`src/rtl/lsu.sv`:
```
// Load/store unit: passes ALU results through, runs single-beat bus loads/stores.
// Optional LSU_MISALIGN_CHECK_EN rejects misaligned half/word accesses without a bus cycle.
module lsu #(
    parameter int ADDR_WIDTH = 5,
    parameter int DATA_WIDTH = 32
) (
    input  logic                  clk,
    input  logic                  rst,
    input  logic                  e_valid,
    output logic                  e_ready,
    input  logic                  e_regW,
    input  logic [ADDR_WIDTH-1:0] e_regAddr,
    input  logic [DATA_WIDTH-1:0] e_regData,
    input  logic                  e_memRd,
    input  logic                  e_memWr,
    input  logic [1:0]            e_memSize,
    input  logic                  e_memUnsigned,
    input  logic [DATA_WIDTH-1:0] e_storeData,
    output logic                  mem_req,
    output logic                  mem_we,
    output logic [31:0]           mem_addr,
    output logic [31:0]           mem_wdata,
    output logic [3:0]            mem_wmask,
    input  logic                  mem_gnt,
    input  logic                  mem_rvalid,
    input  logic [31:0]           mem_rdata,
    output logic                  m_valid,
    input  logic                  m_ready,
    output logic                  m_regW,
    output logic [ADDR_WIDTH-1:0] m_regAddr,
    output logic [DATA_WIDTH-1:0] m_regData,
    output logic                  m_misalign
);

    typedef enum logic [1:0] {IDLE, REQ, WAIT} state_t;

    state_t                  state_q, state_d;
    logic                    m_valid_q, m_valid_d;
    logic                    m_reg_w_q, m_reg_w_d;
    logic [ADDR_WIDTH-1:0]   m_reg_addr_q, m_reg_addr_d;
    logic [DATA_WIDTH-1:0]   m_reg_data_q, m_reg_data_d;
    logic                    m_misalign_q, m_misalign_d;
    logic                    mem_req_q, mem_req_d;
    logic                    mem_we_q, mem_we_d;
    logic [31:0]             mem_addr_q, mem_addr_d;
    logic [31:0]             mem_wdata_q, mem_wdata_d;
    logic [3:0]              mem_wmask_q, mem_wmask_d;
    logic                    ld_reg_w_q, ld_reg_w_d;
    logic [ADDR_WIDTH-1:0]   ld_reg_addr_q, ld_reg_addr_d;
    logic [1:0]              ld_size_q, ld_size_d;
    logic                    ld_unsigned_q, ld_unsigned_d;
    logic [1:0]              ld_off_q, ld_off_d;

    logic       accept;
    logic       is_mem;
    logic       misalign_hit;
    logic [1:0] off;

    // Misaligned halves fall back to the aligned-down lane pair.
    function automatic logic [3:0] store_mask(input logic [1:0] size, input logic [1:0] boff);
        case (size)
            2'b00:   return 4'b0001 << boff;
            2'b01:   return boff[1] ? 4'b1100 : 4'b0011;
            default: return 4'b1111;
        endcase
    endfunction

    function automatic logic [31:0] store_data(input logic [1:0] size, input logic [31:0] d);
        case (size)
            2'b00:   return {4{d[7:0]}};
            2'b01:   return {2{d[15:0]}};
            default: return d;
        endcase
    endfunction

    function automatic logic [31:0] load_extract(input logic [31:0] rdata, input logic [1:0] size,
                                                 input logic [1:0] boff, input logic uns);
        logic [31:0] b_lanes;
        logic [31:0] h_lanes;
        logic signed [7:0]  b;
        logic signed [15:0] h;
        b_lanes = rdata >> {boff, 3'b000};
        h_lanes = rdata >> {boff[1], 4'b0000};
        b = b_lanes[7:0];
        h = h_lanes[15:0];
        case (size)
            2'b00:   return uns ? {24'b0, b} : {{24{b[7]}}, b};
            2'b01:   return uns ? {16'b0, h} : {{16{h[15]}}, h};
            default: return rdata;
        endcase
    endfunction

    assign off     = e_regData[1:0];
    assign is_mem  = e_memRd | e_memWr;
    assign e_ready = (state_q == IDLE) && (!m_valid_q || m_ready);
    assign accept  = e_valid && e_ready;

`ifdef LSU_MISALIGN_CHECK_EN
    assign misalign_hit = is_mem && (((e_memSize == 2'b01) && off[0]) ||
                                     (e_memSize[1] && (off != 2'b00)));
`else
    assign misalign_hit = 1'b0;
`endif

    always_comb begin
        state_d       = state_q;
        m_valid_d     = m_valid_q;
        m_reg_w_d     = m_reg_w_q;
        m_reg_addr_d  = m_reg_addr_q;
        m_reg_data_d  = m_reg_data_q;
        m_misalign_d  = m_misalign_q;
        mem_req_d     = mem_req_q;
        mem_we_d      = mem_we_q;
        mem_addr_d    = mem_addr_q;
        mem_wdata_d   = mem_wdata_q;
        mem_wmask_d   = mem_wmask_q;
        ld_reg_w_d    = ld_reg_w_q;
        ld_reg_addr_d = ld_reg_addr_q;
        ld_size_d     = ld_size_q;
        ld_unsigned_d = ld_unsigned_q;
        ld_off_d      = ld_off_q;

        if (m_valid_q && m_ready) begin
            m_valid_d = 1'b0;
        end

        case (state_q)
            IDLE: begin
                if (accept) begin
                    if (!is_mem || misalign_hit) begin
                        m_valid_d    = 1'b1;
                        m_reg_w_d    = !is_mem && e_regW && (e_regAddr != '0);
                        m_reg_addr_d = e_regAddr;
                        m_reg_data_d = is_mem ? '0 : e_regData;
                        m_misalign_d = misalign_hit;
                    end else begin
                        state_d       = REQ;
                        mem_req_d     = 1'b1;
                        mem_we_d      = e_memWr;
                        mem_addr_d    = {e_regData[31:2], 2'b00};
                        mem_wdata_d   = e_memWr ? store_data(e_memSize, e_storeData) : '0;
                        mem_wmask_d   = e_memWr ? store_mask(e_memSize, off) : 4'b0000;
                        ld_reg_w_d    = e_regW;
                        ld_reg_addr_d = e_regAddr;
                        ld_size_d     = e_memSize;
                        ld_unsigned_d = e_memUnsigned;
                        ld_off_d      = off;
                    end
                end
            end
            REQ: begin
                if (mem_gnt) begin
                    mem_req_d = 1'b0;
                    mem_we_d  = 1'b0;
                    if (mem_we_q) begin
                        state_d      = IDLE;
                        m_valid_d    = 1'b1;
                        m_reg_w_d    = 1'b0;
                        m_reg_addr_d = ld_reg_addr_q;
                        m_reg_data_d = '0;
                        m_misalign_d = 1'b0;
                    end else begin
                        state_d = WAIT;
                    end
                end
            end
            WAIT: begin
                if (mem_rvalid) begin
                    state_d      = IDLE;
                    m_valid_d    = 1'b1;
                    m_reg_w_d    = ld_reg_w_q && (ld_reg_addr_q != '0);
                    m_reg_addr_d = ld_reg_addr_q;
                    m_reg_data_d = load_extract(mem_rdata, ld_size_q, ld_off_q, ld_unsigned_q);
                    m_misalign_d = 1'b0;
                end
            end
            default: state_d = IDLE;
        endcase
    end

    always_ff @(posedge clk) begin
        if (rst) begin
            state_q      <= IDLE;
            m_valid_q    <= 1'b0;
            m_reg_w_q    <= 1'b0;
            m_reg_addr_q <= '0;
            m_reg_data_q <= '0;
            m_misalign_q <= 1'b0;
            mem_req_q    <= 1'b0;
            mem_we_q     <= 1'b0;
            mem_addr_q   <= '0;
            mem_wdata_q  <= '0;
            mem_wmask_q  <= '0;
        end else begin
            state_q      <= state_d;
            m_valid_q    <= m_valid_d;
            m_reg_w_q    <= m_reg_w_d;
            m_reg_addr_q <= m_reg_addr_d;
            m_reg_data_q <= m_reg_data_d;
            m_misalign_q <= m_misalign_d;
            mem_req_q    <= mem_req_d;
            mem_we_q     <= mem_we_d;
            mem_addr_q   <= mem_addr_d;
            mem_wdata_q  <= mem_wdata_d;
            mem_wmask_q  <= mem_wmask_d;
        end
    end

    // Pending-load context is only meaningful in REQ/WAIT, so it carries no reset.
    always_ff @(posedge clk) begin
        ld_reg_w_q    <= ld_reg_w_d;
        ld_reg_addr_q <= ld_reg_addr_d;
        ld_size_q     <= ld_size_d;
        ld_unsigned_q <= ld_unsigned_d;
        ld_off_q      <= ld_off_d;
    end

    assign m_valid    = m_valid_q;
    assign m_regW     = m_reg_w_q;
    assign m_regAddr  = m_reg_addr_q;
    assign m_regData  = m_reg_data_q;
    assign m_misalign = m_misalign_q;
    assign mem_req    = mem_req_q;
    assign mem_we     = mem_we_q;
    assign mem_addr   = mem_addr_q;
    assign mem_wdata  = mem_wdata_q;
    assign mem_wmask  = mem_wmask_q;

endmodule

```
`config.mk`:
```
export PLATFORM = sky130hd
export DESIGN_NAME = lsu
export DESIGN_NICKNAME = d
export VERILOG_FILES = /design/src/rtl/lsu.sv
export SDC_FILE = /design/constraint.sdc
export NUM_CORES = 1
export LEC_CHECK = 0
export CAP_MARGIN = 15
export CORE_UTILIZATION = 30
export CTS_CLUSTER_DIAMETER = 150
export CTS_CLUSTER_SIZE = 40
export DETAILED_ROUTE_END_ITERATION = 7
export PLACE_DENSITY = 0.67
export SYNTH_ARGS = -nofsm -noshare
export SYNTH_HDL_FRONTEND = slang
export SYNTH_SLANG_ARGS = --single-unit
export TNS_END_PERCENT = 50
```
`constraint.sdc`:
```
create_clock -name clk -period 2.1 [get_ports clk]
set_input_delay 0.42 -clock clk [delete_from_list [all_inputs] [get_ports clk]]
set_output_delay 0.42 -clock clk [all_outputs]
set_load 0.05 [all_outputs]
```
==> flow_summary.yaml <==
final_layout:
  multi_input_area_um2: 3250
  fillCellCount: 1919
  final_util_pct: 46.9
  layout-drive-gt1-share_pct: 13.9
  regArea_um2: 2510
  syn2layout_area_growth_pct: 53.7
  layout_commonest_cell: "clkdlybuf4s50_1"
  final_nets: 1048
  stdcell_count: 1214
  antennaDiodeCount: 0
  final_cell_mix: "215 x clkdlybuf4s50_1, 109 x dfxtp_1, 105 x nand2_1"
pwr:
  worst_ir_drop_vdd_uv: 574
  leakage_nw: 3.41
  power.density_nw_per_um2: 1040
worst_setup_path:
  crit_end: "m_regData[1]"
  r2r_slack_ns: 0.17
  end_kind: "output port"
  cp_top_family: "buffers and inverters"
  r2r-end: "m_regData[19]$_SDFFE_PP0P_"
  crit_fanout: 2
  required_ns: 1.68
  slowest_delay_ns: 0.83
  critPathBufInv: 1
  rr_worst_depth: 7
  startpoint_type: "register"
  cpMaxStageDelayCell: "clkdlybuf4s50_1"
  path_depth: 1
  worstReg2RegStart: "state_q[1]$_SDFFE_PP0P_"
  crit_start: "m_regData[1]$_SDFFE_PP0P_"
  path_class: "register to output port"
  crit_chain: "clkdlybuf4s50_1"
  worstPathArrival_ns: 1.64
logic_synthesis:
  synth.ff_latch_count: 120
  yosys_warnings: 0
  synth_edf_count: 11
  async_flop_share_pct: 0
  synth_ff_type: "dfxtp_1"
  syn_area_um2: 6150
  postSynthAreaPerCell_um2: 8.70
  seq_area_frac_synth_pct: 40.9
  synth_cell_types: 57
  synth_cells: 707
cts:
  htreeDepth: 4
  clock_latency_ns: 0.41
  cts-root-buf: "clkbuf_16"
  cts_max_path_buffers: 2
  numCtsBuffers: 17
  cts_tree: "yes"
  path_clk_slew_ns: 0.06
  cts_sinks: 120
  cts_setup_buffers: 0
floorplan:
  die_y_um: 145
  die-area_um2: 21100
  start_util_pct: 30.5
  ios: 224
  core-area_um2: 20200
  die_w_um: 145
  rows: 52
detailed_routing:
  antenna_left: 0
  wl_per_cell_um: 17.5
  drcViolationCount: 0
  vias: 6168
  firstDrtPassIters: 5
  drt_iter0_drc: 269
  routed_via_density: 5.08
  finalWirelength_mm: 21.2
global_routing:
  first_global_vias: 6016
  grt_pass1_wl_mm: 33.1
  overflow: 0
  grt_max_degree: 81
  grt_util_all_layers_pct: 20.2
  antenna_found_initial: 0
placement:
  dp.cells: 1182
  preCtsSetupSlack_ns: -0.154
  io_buffer_count: 220
  place_hpwl_mm: 15.8
  place_congestion: 0.895
timing:
  tightest_slew_ns: 0.907
  slew_viol_final: 0
  finalSetupViolCount: 0
  fin_ws_ns: 0.0426
  maxSlewHeadroom_pct: 39.5
  hold_ws_ns: 0.454
  finalCritPeriodShare_pct: 98.0
  fin_tns_setup_ns: 0
  fmax_mhz: 486
  finalHoldViolations: 0
  rsz0062_at_grt: "true"
  fin_worst_skew_ns: 0.00840
  fin_crit_ns: 2.06
status:
  status: "finished clean"
run:
  cap_violations: 0
hold_path:
  hold_class: "register to register"
## logic make-up after synthesis
kind of cell    Yosys count  share of synthesized area, %
other cells               1                        0.0610
compound gates          214                          25.4
flops                   120                          40.9
mux                      35                          5.90
buf+inv                  82                          6.94
simple gates            251                          20.0
fa+ha+maj                 4                         0.814
## power by group
group | internal, W | switching [W]
clock | 0.00188 | 0.00108
combinational | 0.00152 | 0.00251
sequential | 0.00266 | 0.000219
## worst min-delay path by stage
stage	start	end	cells after the start
global placement	mem_addr[14]$_SDFFE_PP0P_	mem_addr[14]$_SDFFE_PP0P_	2
floorplan	state_q[0]$_SDFFE_PP0P_	state_q[0]$_SDFFE_PP0P_	2
global route	mem_addr[27]$_SDFFE_PP0P_	mem_addr[27]$_SDFFE_PP0P_	2
CTS	mem_addr[18]$_SDFFE_PP0P_	mem_addr[18]$_SDFFE_PP0P_	2
detailed placement	mem_wdata[26]$_SDFFE_PP0P_	mem_wdata[26]$_SDFFE_PP0P_	2
finish	mem_addr[21]$_SDFFE_PP0P_	mem_addr[21]$_SDFFE_PP0P_	2
## final cells by class
class	instances	area share, %
clock buffers	21	5.10
clock inverters	11	1.26
inverters	15	0.596
multi-input cells	507	34.4
flip-flops and latches	120	26.6
well taps	270	3.57
repair buffers	270	28.5
## routing by layer
layer	share of wire (%)	track usage (%)
met1	43	25.6
met2	45	31.1
met3	9.6	7.55
met4	2.2	7.05
met5	0	0
## registers in the layout (all words and copies together), names as in the netlist, 2 cells and up
signal	flops
m_regAddr	5
ld_size_q	2
mem_addr	30
mem_wmask	4
ld_reg_addr_q	5
state_q	2
m_regData	32
mem_wdata	32
ld_off_q	2
## cell usage after synthesis, types with 5 or more instances
master       n  area [um2]
nand4_1     18         113
o221ai_2    11         165
nor2_1      45         169
o2111ai_1   11        96.3
a22oi_1     21         158
mux2_2      10         113
a31oi_1     22         138
mux2i_1     25         250
buf_4       12        90.1
o22a_1       8        70.1
inv_1       12        45.0
a311oi_1    17         149
a21oi_1     55         275
edfxtp_1    11         330
nand2b_1    33         206
nand2_1    105         394
clkbuf_1    31         116
o21ai_0     34         170
buf_2       17        85.1
buf_6        7        78.8
a2111oi_0    5        43.8
dfxtp_1    109        2180
and2_1      16         100
nand3b_1     9        67.6
o221ai_1     7        61.3
## tightest hold or removal path, delay by kind of cell, from the launching register on
family | cells | cell delay (ns)
compound gates | 1 | 0.05
simple gates | 1 | 0.05
flops | 1 | 0.30
## metrics by stage
step | instance area, um2 | total power [W]
detailed placement | 8830 | 0.00692
CTS | 9440 | 0.00992
global route | 9450 | 0.0103
global placement | 8830 | 0.00690
finish | 9450 | 0.00986
floorplan | 6160 | 0.00549
## what timing repair did
item / 4_1_cts / 5_1_grt
hold endpoints to repair: 0 / 0
hold buffers: 0 / 0
pin swaps: 0 / 1
setup endpoints to repair: 1 / 13
resized for setup: 2 / 3
No activity file was read; power rests on OpenSTA's default activity.
